`src/rtl/farm_sensor_ctrl.sv`:
```
// Farm-road loop detector front end: synchronizes and debounces the loop,
// keeps a queued-vehicle count and raises the request for the light controller.
module farm_sensor_ctrl #(
   parameter int DEB_CYCLES  = 4,
   parameter int PASS_CYCLES = 8,
   parameter int HOLD_CYCLES = 16,
   parameter int CNT_W       = 4
) (
   input  logic             clk,
   input  logic             rst_n,
   input  logic             loop_in,
   input  logic [2:0]       light_farm,
   output logic             sensor,
   output logic [CNT_W-1:0] queue_count,
   output logic             overflow
);

   localparam int DW = $clog2(DEB_CYCLES + 1);
   localparam int PW = $clog2(PASS_CYCLES + 1);
   localparam int HW = $clog2(HOLD_CYCLES + 1);
   localparam logic [DW-1:0] DEB_LAST = DW'(DEB_CYCLES - 1);
   localparam logic [PW-1:0] PASS_LAST = PW'(PASS_CYCLES - 1);
   localparam logic [HW-1:0] HOLD_LAST = HW'(HOLD_CYCLES - 1);
   localparam logic [CNT_W-1:0] MAX_Q = '1;

   typedef enum logic [1:0] {
      IDLE,
      REQUEST,
      SERVING,
      HOLDOFF
   } state_e;

   state_e state_q, state_d;
   logic s1_q, s2_q;
   logic deb_q, deb_d;
   logic arr_q, arr_d;
   logic [DW-1:0] dcnt_q, dcnt_d;
   logic [PW-1:0] pass_q, pass_d;
   logic [HW-1:0] hold_q, hold_d;
   logic [CNT_W-1:0] cnt_q, cnt_d;
   logic ovf_q, ovf_d;
   logic sensor_q;
   logic green, busy, depart;

   always_comb begin
      deb_d  = deb_q;
      dcnt_d = '0;
      arr_d  = 1'b0;
      if (s2_q != deb_q) begin
         if (dcnt_q == DEB_LAST) begin
            deb_d = ~deb_q;
            arr_d = ~deb_q;
         end else begin
            dcnt_d = dcnt_q + 1'b1;
         end
      end
   end

   assign green  = (light_farm == 3'b001);
   assign busy   = green && (cnt_q != '0);
   assign depart = busy && (pass_q == PASS_LAST);

   always_comb begin
      pass_d = (busy && !depart) ? pass_q + 1'b1 : '0;
      cnt_d  = cnt_q;
      ovf_d  = ovf_q;
      if (arr_q && !depart) begin
         if (cnt_q == MAX_Q) ovf_d = 1'b1;
         else                cnt_d = cnt_q + 1'b1;
      end else if (depart && !arr_q) begin
         cnt_d = cnt_q - 1'b1;
      end
   end

   always_comb begin
      state_d = state_q;
      hold_d  = '0;
      unique case (state_q)
         IDLE:    if (cnt_d != '0) state_d = REQUEST;
         REQUEST: if (green) state_d = SERVING;
         SERVING: begin
            if (cnt_d == '0)  state_d = HOLDOFF;
            else if (!green) state_d = REQUEST;
         end
         HOLDOFF: begin
            // Hold the request off so the highway gets its turn.
            if (hold_q == HOLD_LAST)
               state_d = (cnt_d == '0) ? IDLE : REQUEST;
            else
               hold_d = hold_q + 1'b1;
         end
         default: state_d = IDLE;
      endcase
   end

   always_ff @(posedge clk or negedge rst_n) begin
      if (!rst_n) begin
         s1_q     <= 1'b0;
         s2_q     <= 1'b0;
         deb_q    <= 1'b0;
         dcnt_q   <= '0;
         arr_q    <= 1'b0;
         pass_q   <= '0;
         hold_q   <= '0;
         cnt_q    <= '0;
         ovf_q    <= 1'b0;
         state_q  <= IDLE;
         sensor_q <= 1'b0;
      end else begin
         s1_q     <= loop_in;
         s2_q     <= s1_q;
         deb_q    <= deb_d;
         dcnt_q   <= dcnt_d;
         arr_q    <= arr_d;
         pass_q   <= pass_d;
         hold_q   <= hold_d;
         cnt_q    <= cnt_d;
         ovf_q    <= ovf_d;
         state_q  <= state_d;
         sensor_q <= (state_d == REQUEST) || (state_d == SERVING);
      end
   end

   assign sensor      = sensor_q;
   assign queue_count = cnt_q;
   assign overflow    = ovf_q;

endmodule

```
`config.mk`:
```
export PLATFORM = sky130hd
export DESIGN_NAME = farm_sensor_ctrl
export DESIGN_NICKNAME = d
export VERILOG_FILES = /design/src/rtl/farm_sensor_ctrl.sv
export SDC_FILE = /design/constraint.sdc
export NUM_CORES = 1
export LEC_CHECK = 0
export BUFFER_PORTS_ARGS = -buffer_cell sky130_fd_sc_hd__buf_2
export CAP_MARGIN = 20
export CORE_MARGIN = 5
export CORE_UTILIZATION = 61
export CTS_CLUSTER_SIZE = 10
export DETAILED_ROUTE_END_ITERATION = 8
export HOLD_SLACK_MARGIN = 0.06
export PLACE_DENSITY_LB_ADDON = 0.25
export SLEW_MARGIN = 5
export SYNTH_ARGS = -nofsm -noshare
export SYNTH_HDL_FRONTEND = slang
export SYNTH_SLANG_ARGS = --single-unit
```
`constraint.sdc`:
```
create_clock -name clk -period 3.75 [get_ports clk]
set_input_delay 0.375 -clock clk [delete_from_list [all_inputs] [get_ports clk]]
set_output_delay 0.375 -clock clk [all_outputs]
set_load 0.02 [all_outputs]
```
==> metrics, run 1 <==
crit path kind=register to register; met1 Usage GRT=20.6%; net load switching power=316 uW; drt drc=0; Slew HR=between 40 and 50%; Slew @ Worst Pin=between 800 and 900 ps; CTS tree=yes; asr flop ratio synth=100%; part of the Yosys area used for sequential elements=between 40% and 50%; power per cell area=~600 mW/mm^2; clock slew at reported path FFs=120 ps; Layout Nets=~140; Clock Skew=approximately 4.9 ps; Setup crit end kind=register; #FFs+latches synth=24; GRT Util Overall=between 15 and 20%; f_max=roughly 400 MHz; synth warn=0; antenna diode count=0; CTS Buf Count=3; dpl ws=1180 ps; H-tree depth=1; startpoint types=register; worst min path class=input pin to register; clock sink count=24; WP data arrival=~2700 ps; wire per inst=14.5 um; leakage=roughly 0.63 nW; CTS root buf=clkbuf_4; Post-synth EDFFs=0; Combinational Power Share=between 30% and 40%; crit path cell chain=inv_1 -> ha_1 -> nor3b_2 -> nor3_1 -> mux2_2 -> a211o_2 -> or2_1 -> a21o_2; PortBufs=11; number of fill cells=around 170; mapped cell area=~0.0013 mm^2; Internal=approximately 500 uW; Buf/Inv on CP=1; Max Root-Sink Buffers=2; # Post-CTS Setup Buffers=0; met3 Usage GRT=4.20%; initial antenna violation count=0; DP HPWL=around 1700 um; Clock Power Share=approximately an eighth; final WL=2260 um; share of layout cells above drive strength 1=between 15 and 20%; Die X=55.3 um; Synth Area per Inst=10.6 um^2; setup TNS=0 ps; final antenna-violating net count=0; met2 Usage GRT=24.7%; max-slew violation count=0; max cap viols=0; Slowest cell on crit path=dfrtp_1; DR iter-0 viols=27; vias in the first global route=869; final hold vios=0; Top FF cell, synth=dfrtp_1; RSZ-0062 raised after global routing=false; gr ovfl total=0; outcome=completed; # IOs=12; Net Sw Frac=between 30% and 40%; First-pass DRT Iterations=4; Synth cell types=43; Peak VDD IR=~0.45 mV; Final Util=68.8%; Setup-failing EPs final=0; Crit path largest cell delay=around 500 ps; Largest delay share family, worst path=simple AND/OR/NAND/NOR gates; Skew-Pair Late Insertion Delay=300 ps; first-pass GRT wire length=3930 um; GRT busiest layer=met2; setup ws final=between 1000 and 1500 ps; core area=0.00196 mm^2; crit path time final=around 2500 ps; Final GP Congestion=between 0.8 and 0.9; vias=between 800 and 900; area grow syn2layout=7.58%; Initial Utilization=between 60% and 70%; Mapped Cells=118; crit share post-route=slightly below 70%; die area=~0.003 mm^2; Flop pwr share=about 50%; required time of the critical path=about 4000 ps; die height=between 50 and 60 um; Vias per Instance=5.70; largest net degree at the start of global routing=25; Worst Path Max Fanout=7; Fin Hold WS=about 170 ps; FP Rows=16; Post-Syn Nets=about 130
## final timing paths
kind	startpoint	end	slack, ps	cells after the start
setup / recovery	queue_count[0]	sensor	1220	8
hold / removal	loop_in	s1_q	170	1
setup reg to reg	queue_count[0]	sensor	1220	8
hold reg to reg	s1_q	s2_q	370	0
max in group asynchronous	rst_n	overflow	2850	2
min in group asynchronous	rst_n	queue_count[1]	570	2
## layout make-up
type                       count  area, um^2  share of cell area (%)
tap                           27        33.8                    2.50
clock buffer                   3        22.5                    1.67
timing repair buffer          12        65.1                    4.82
multi-input combinational     85         608                    45.1
sequential                    24         601                    44.5
inverter                       5        18.8                    1.39
## routing by layer
metal	up-vias	share of wire (%)
met5	-	0
met4	0	1.6
met3	4	3.9
met2	18	47
met1	415	48
li1	452	-
## repair_timing
action / in CTS / in global routing
hold buffers: 1 / 0
resized for setup: 0 / 0
hold endpoints to repair: 24 / 0
## per-stage QoR
stage | cell area [um^2] | std cells | total power, mW
floorplan | 1250 | 118 | 0.628
global placement | 1320 | 152 | 0.693
detailed placement | 1320 | 152 | 0.710
CTS | 1350 | 156 | 0.818
global route | 1350 | 156 | 0.881
finish | 1350 | 156 | 0.813
## worst register-to-register path, cell delays in order, from the launching register on
cell and delay, ps:
dfrtp_1 500, inv_1 110, ha_1 230, nor3b_2 210
nor3_1 290, mux2_2 390, a211o_2 290, or2_1 230
a21o_2 190
## cell families (layout without fill, tap and decap cells)
logic type	after synthesis	count (layout)	synth area share (%)
and+or+nand+nor	52	52	23.8
DFF	24	24	47.9
AOI/OAI and AO/OA	17	17	11.3
buffers and inverters	9	20	3.59
xor gates and xnor gates	6	6	4.19
adders and majority gates	5	5	4.99
muxes	5	5	4.29
## power by group through the flow
stage                     clock network, mW  registers (mW)  logic (mW)
after CTS                             0.110           0.404       0.303
after floorplan                           0           0.406       0.223
final                                 0.105           0.406       0.302
after global routing                  0.125           0.418       0.338
after detailed placement                  0           0.409       0.301
after global placement                    0           0.402       0.291
## registers in the layout, indices dropped and copies added (netlist names)
name	flops
pass_q	4
deb_q	1
overflow	1
hold_q	5
queue_count	4
state_q	2
sensor	1
arr_q	1
s1_q	1
s2_q	1
dcnt_q	3
## cells in the final DEF, fill, tap and decap left out, types with 2 or more instances in the layout
master    instances
dfrtp_1          24
buf_2            11
nor2_1            9
nand3_1           8
inv_1             5
nor3_1            5
nand2_1           5
ha_1              5
nor2b_1           4
xor2_1            3
and3_1            3
nor3b_1           3
nand2b_1          3
mux2_2            3
xnor2_1           3
clkbuf_4          3
o211ai_1          2
o311ai_1          2
and3b_1           2
a31oi_1           2
mux2i_1           2
## synth_stat cells, types with 2 or more instances
master | instances | share of area (%)
nand2b_1 | 3 | 1.5
nor2b_1 | 4 | 2.0
mux2i_1 | 2 | 1.6
nand2_1 | 5 | 1.5
nor2_1 | 9 | 2.7
inv_1 | 5 | 1.5
o311ai_1 | 2 | 1.4
xor2_1 | 3 | 2.1
buf_2 | 2 | 0.80
ha_1 | 5 | 5.0
nand3_1 | 8 | 3.2
o211ai_1 | 2 | 1.2
dfrtp_1 | 24 | 48
mux2_2 | 3 | 2.7
xnor2_1 | 3 | 2.1
nor3_1 | 5 | 2.0
and3_1 | 3 | 1.5
and3b_1 | 2 | 1.4
a31oi_1 | 2 | 1.0
nor3b_1 | 3 | 1.8
No activity file was read; power rests on OpenSTA's default activity.
==> run 2, diff against run 1 <==
--- a/config.mk
+++ b/config.mk
@@ -8,7 +8,7 @@
 export BUFFER_PORTS_ARGS = -buffer_cell sky130_fd_sc_hd__buf_2
 export CAP_MARGIN = 20
 export CORE_MARGIN = 5
-export CORE_UTILIZATION = 61
+export CORE_UTILIZATION = 51
 export CTS_CLUSTER_SIZE = 10
 export DETAILED_ROUTE_END_ITERATION = 8
 export HOLD_SLACK_MARGIN = 0.06
==> constraint.sdc (replaced) <==
create_clock -name clk -period 2.3 [get_ports clk]
set_input_delay 0.23 -clock clk [delete_from_list [all_inputs] [get_ports clk]]
set_output_delay 0.23 -clock clk [all_outputs]
set_load 0.02 [all_outputs]
==> run 2 against run 1 <==
Effect of this change: clock power is 100% higher; non-clock buffer count increased by 13; highest routed layer unchanged; design area is 13% higher; register-to-register slack worse by 1200 ps; clock skew decreased by 3.3 ps; routed wire length up 13%; critical endpoint is now state_q[0]; critical path depth is 1 higher.
==> metrics, run 2 (synthesized netlist as in run 1, its figures left out) <==
outcome=completed (unchanged); number of fill cells=208 (was 167); f_max=439 MHz (was 395 MHz); FP Rows=18 (was 16); Layout Nets=155 (was 142); Worst Path Max Fanout=5 (was 7); Final GP Congestion=0.888 (was 0.820); power per cell area=975 mW/mm^2 (was 603 mW/mm^2); share of layout cells above drive strength 1=31.5% (was 17.8%); area grow syn2layout=21.1% (was 7.58%); worst min path class=register to register (was input pin to register); core area=0.00241 mm^2 (was 0.00196 mm^2); final WL=2550 um (was 2260 um); H-tree depth=1 (unchanged); max FFs per register=5 (unchanged); max cap viols=0 (unchanged); setup ws final=22.6 ps (was 1220 ps); Setup-failing EPs final=0 (unchanged); Final Util=63.0% (was 68.8%); drt drc=0 (unchanged); WP data arrival=2470 ps (was 2740 ps); GRT Util Overall=15.7% (was 15.9%); dpl ws=-8.82 ps (was 1180 ps); Setup crit end kind=register (unchanged); most common cell type on the critical path=buf_4; Die X=59.6 um (was 55.3 um); DP HPWL=1700 um (was 1690 um); first-pass GRT wire length=4170 um (was 3930 um); # IOs=12 (unchanged); final hold vios=0 (unchanged); max-slew violation count=0 (unchanged); CTS root buf=clkbuf_4 (unchanged); DR iter-0 viols=61 (was 27); Fin Hold WS=366 ps (was 168 ps); clock slew at reported path FFs=120 ps (about the same); Peak VDD IR=0.643 mV (was 0.453 mV); crit path cell chain=ha_4 -> nand3b_1 -> buf_4 -> o31ai_2 -> mux2_2 -> o311ai_1 -> buf_4 -> o2111ai_1 -> nor3b_1 (was inv_1 -> ha_1 -> nor3b_2 -> nor3_1 -> mux2_2 -> a211o_2 -> or2_1 -> a21o_2); crit path time final=2280 ps (was 2530 ps); CTS tree=yes (unchanged); vias in the first global route=937 (was 869); initial antenna violation count=0 (unchanged); crit share post-route=99.0% (was 67.6%); crit path kind=register to register (unchanged); antenna diode count=0 (unchanged); Hold Path Depth=0 (was 1); Slew @ Worst Pin=525 ps (was 800 ps); clock sink count=24 (unchanged); PortBufs=11 (unchanged); die area=0.00355 mm^2 (was 0.00306 mm^2); leakage=0.701 nW (was 0.630 nW); Skew-Pair Late Insertion Delay=300 ps (about the same); RSZ-0062 raised after global routing=true (was false); FF/Latch Area=603 um^2 (was 601 um^2); gr ovfl total=0 (unchanged); final antenna-violating net count=0 (unchanged); Slowest cell on crit path=dfrtp_1 (unchanged); largest net degree at the start of global routing=25 (unchanged); setup TNS=0 ps (unchanged); CTS Buf Count=3 (unchanged); Initial Utilization=52.0% (was 63.9%); commonest cells after routing, fill and taps aside=22 x dfrtp_1, 12 x buf_4, 11 x buf_2 (was 24 x dfrtp_1, 11 x buf_2, 9 x nor2_1); Vias per Instance=5.59 (was 5.70); startpoint types=register (unchanged); Crit path largest cell delay=440 ps (was 500 ps); worst r2r path cells=9 (was 8); Slew HR=65.0% (was 46.5%); vias=967 (was 889); required time of the critical path=2500 ps (was 3960 ps); wire per inst=14.7 um (was 14.5 um); First-pass DRT Iterations=4 (unchanged); die height=59.6 um (was 55.3 um); Max Root-Sink Buffers=2 (unchanged); commonest non-fill, non-tap cell in the layout=dfrtp_1 (unchanged); Largest Register=hold_q (unchanged); Clock Skew=1.58 ps (was 4.92 ps); area of the multi-input gates=657 um^2 (was 608 um^2)
[run 2: path summary, 6_finish.rpt]
kind / start / end / slack (ps)
max: pass_q[0] / state_q[0] / 20
min: s1_q / s2_q / 370
max reg2reg: pass_q[0] / state_q[0] / 20
min reg2reg: s1_q / s2_q / 370
max in group asynchronous: rst_n / queue_count[0] / 1500
min in group asynchronous: rst_n / hold_q[3] / 420
[run 2: what timing repair did]
action,in CTS,in global routing
setup endpoints to repair,1,3
setup buffers,2,4
hold endpoints to repair,25,0
hold buffers,2,0
gates resized for setup,1,9
pin swaps,0,7
[run 2: final cells by class]
| class | instances | area share (%) |
|---|---|---|
| clock buffers | 4 | 2.39 |
| repair buffers | 25 | 10.9 |
| well taps | 30 | 2.47 |
| inverters | 5 | 1.24 |
| flip-flops and latches | 24 | 39.7 |
| multi-input cells | 85 | 43.3 |
[run 2: through the flow]
stage	cell area, um^2	std cells	power (mW)
3_3_place_gp	1370	161	1.18
3_5_place_dp	1370	161	1.21
2_1_floorplan	1260	118	1.03
4_1_cts	1450	169	1.44
6_report	1520	173	1.48
5_1_grt	1520	173	1.61
[run 2: critical path, delay by kind of cell, from the launching register on]
kind	cells	cell delay (ps)
adder cells (fa/ha/maj)	1	160
flip-flops	1	440
buffers and inverters	2	390
AO/OA/AOI/OAI	3	460
multiplexers	1	370
AND/OR/NAND/NOR	2	330
[run 2: routing by layer]
| metal | track usage [%] | vias up | share of wire (%) |
|---|---|---|---|
| met4 | 6.96 | 0 | 1.1 |
| met2 | 25.0 | 15 | 49 |
| met5 | 0 | - | 0 |
| met3 | 3.05 | 4 | 3.2 |
| met1 | 20.7 | 471 | 46 |
| li1 | - | 477 | - |
[run 2: where the power goes]
part           switching [mW]  internal (mW)  total, mW
clock network           0.116         0.0966      0.213
registers               0.124          0.528      0.652
logic                   0.318          0.297      0.615
==> run 3, diff against run 2 <==
--- a/config.mk
+++ b/config.mk
@@ -8,7 +8,7 @@
 export BUFFER_PORTS_ARGS = -buffer_cell sky130_fd_sc_hd__buf_2
 export CAP_MARGIN = 20
 export CORE_MARGIN = 5
-export CORE_UTILIZATION = 51
+export CORE_UTILIZATION = 57
 export CTS_CLUSTER_SIZE = 10
 export DETAILED_ROUTE_END_ITERATION = 8
 export HOLD_SLACK_MARGIN = 0.06
==> constraint.sdc (replaced) <==
create_clock -name clk -period 2.1 [get_ports clk]
set_input_delay 0.21 -clock clk [delete_from_list [all_inputs] [get_ports clk]]
set_output_delay 0.21 -clock clk [all_outputs]
set_load 0.02 [all_outputs]
==> run 3 against run 2 <==
Effect of this change: sequential share of layout area shrank 6.5 points; sequential power rose by 6.3%; non-clock buffer count rose by 21; critical path type unchanged; largest cell class unchanged; the flow now finishes with violations (setup timing); die area down 8.8%.
==> metrics, run 3 (synthesized netlist as in run 1, its figures left out) <==
Max Root-Sink Buffers=2 (unchanged); startpoint types=register (unchanged); Crit path largest cell delay=430 ps (was 440 ps); clock sink count=24 (unchanged); worst min path class=register to register (unchanged); crit share post-route=108% (was 99.0%); first-pass GRT wire length=5510 um (was 4170 um); DR iter-0 viols=75 (was 61); crit path cell chain=inv_2 -> ha_4 -> nor3b_4 -> buf_6 -> o41a_1 -> a221oi_2 -> a211o_4 -> o2111ai_1 -> nor3b_2 (was ha_4 -> nand3b_1 -> buf_4 -> o31ai_2 -> mux2_2 -> o311ai_1 -> buf_4 -> o2111ai_1 -> nor3b_1); Hold Path Depth=0 (unchanged); Worst Path Max Fanout=4 (was 5); Slew HR=63.5% (was 65.0%); reg2reg start=queue_count[1] (was pass_q[0]); share of layout cells above drive strength 1=48.2% (was 31.5%); outcome=complete, but fails checks (was completed); leakage=0.839 nW (was 0.701 nW); First-pass DRT Iterations=4 (unchanged); Critical Path Source=queue_count[1] (was pass_q[0]); non-filler instance count after layout=192 (was 173); Setup-failing EPs final=3 (was 0); Peak VDD IR=0.840 mV (was 0.643 mV); worst r2r path cells=9 (unchanged); final WL=3580 um (was 2550 um); # IOs=12 (unchanged); Final GP Congestion=0.775 (was 0.888); final hold vios=0 (unchanged); commonest cells after routing, fill and taps aside=26 x buf_4, 22 x dfrtp_1, 11 x buf_2 (was 22 x dfrtp_1, 12 x buf_4, 11 x buf_2); Die X=56.9 um (was 59.6 um); DP HPWL=2030 um (was 1700 um); Slew @ Worst Pin=548 ps (was 525 ps); CTS root buf=clkbuf_4 (unchanged); cell area after layout=0.00182 mm^2 (was 0.00152 mm^2); max-slew violation count=0 (unchanged); PortBufs=11 (unchanged); crit path kind=register to register (unchanged); Largest Register=hold_q (unchanged); Critical Path End=state_q[0] (unchanged); vias=1139 (was 967); Tot Pwr=1.96 mW (was 1.48 mW); antenna diode count=0 (unchanged); clock slew at reported path FFs=130 ps (was 120 ps); gr ovfl total=0 (unchanged); vias in the first global route=1189 (was 937); Skew-Pair Late Insertion Delay=310 ps (was 300 ps); power per cell area=1080 mW/mm^2 (was 975 mW/mm^2); Slowest cell on crit path=o41a_1 (was dfrtp_1); commonest non-fill, non-tap cell in the layout=buf_4 (was dfrtp_1); die area=0.00324 mm^2 (was 0.00355 mm^2); drt drc=0 (unchanged); initial antenna violation count=0 (unchanged); H-tree depth=1 (unchanged); crit path time final=2260 ps (was 2280 ps); Layout Nets=176 (was 155); Vias per Instance=5.93 (was 5.59); final antenna-violating net count=0 (unchanged); r2r endpoint=state_q[0] (unchanged); Placed Cells=170 (was 161); Fin Hold WS=369 ps (was 366 ps); die height=56.9 um (was 59.6 um); Initial Utilization=58.4% (was 52.0%); core area=0.00215 mm^2 (was 0.00241 mm^2); required time of the critical path=2310 ps (was 2500 ps); wire per inst=18.6 um (was 14.7 um); FF-to-FF setup slack=-160 ps (was 20 ps); RSZ-0062 raised after global routing=true (unchanged); CTS tree=yes (unchanged); Clock Skew=1.20 ps (was 1.58 ps); max cap viols=0 (unchanged); largest net degree at the start of global routing=25 (unchanged); WP data arrival=2470 ps (about the same); dpl ws=-120 ps (was -8.82 ps); violated checks=setup timing; area grow syn2layout=44.8% (was 21.1%); CTS Buf Count=3 (unchanged); f_max=442 MHz (was 439 MHz); placed inst area=0.00149 mm^2 (was 0.00137 mm^2); setup ws final=-161 ps (was 22.6 ps); Setup crit end kind=register (unchanged); FP Rows=17 (was 18); max FFs per register=5 (unchanged); GRT Util Overall=21.9% (was 15.7%)
run 3: cell count changes in the layout (fill, tap and decap cells not counted), sizes merged:
cell    delta
buf       +21
bufinv     +1
clkbuf     -1
run 3: worst min path at each step:
stage,startpoint,end,slack (ps)
after floorplan,rst_n,arr_q,-90
after global placement,rst_n,hold_q[1],210
after detailed placement,rst_n,hold_q[1],210
after CTS,s1_q,s2_q,370
after global routing,s1_q,s2_q,390
final,s1_q,s2_q,370
run 3: power by group:
group | internal [mW] | switching (mW)
combinational | 0.445 | 0.494
clock | 0.193 | 0.139
sequential | 0.578 | 0.114
run 3: per-stage QoR:
step / setup TNS (ps) / util, %
after floorplan: -103 / -
after detailed placement: -307 / 69.4
after global placement: -50.4 / 69.4
final: -459 / 84.5
after CTS: -310 / 81.3
after global routing: -868 / 84.5
run 3: cell type report:
cell class | instances | area, um^2
Clock inverter | 1 | 30.0
Tap cell | 28 | 35.0
Clock buffer | 3 | 22.5
Fill cell | 104 | 333
Inverter | 5 | 18.8
Sequential cell | 24 | 603
Multi-Input combinational cell | 85 | 757
Timing Repair Buffer | 46 | 349
run 3: critical path: cells and delay by family, from the launching register on:
family | cells | cell delay, ps
buf+inv | 2 | 200
compound gates | 4 | 1060
fa+ha+maj | 1 | 160
simple gates | 2 | 350
flops | 1 | 390
run 3: metal layers:
layer / wire length [um] / GRT usage [%] / vias to the layer above
li1: - / - / 522
met1: 1520 / 26.9 / 552
met2: 1750 / 37.4 / 47
met3: 162 / 2.76 / 18
met4: 144 / 11.3 / 0
met5: 0 / 0 / -
run 3: what timing repair did:
item                                    CTS  global route
hold buffers                              2             0
buffers inserted                         14             5
pin swaps                                 6             8
gates resized for setup                  16            14
endpoints found under the hold margin    25             0
endpoints found under the setup margin    3             7
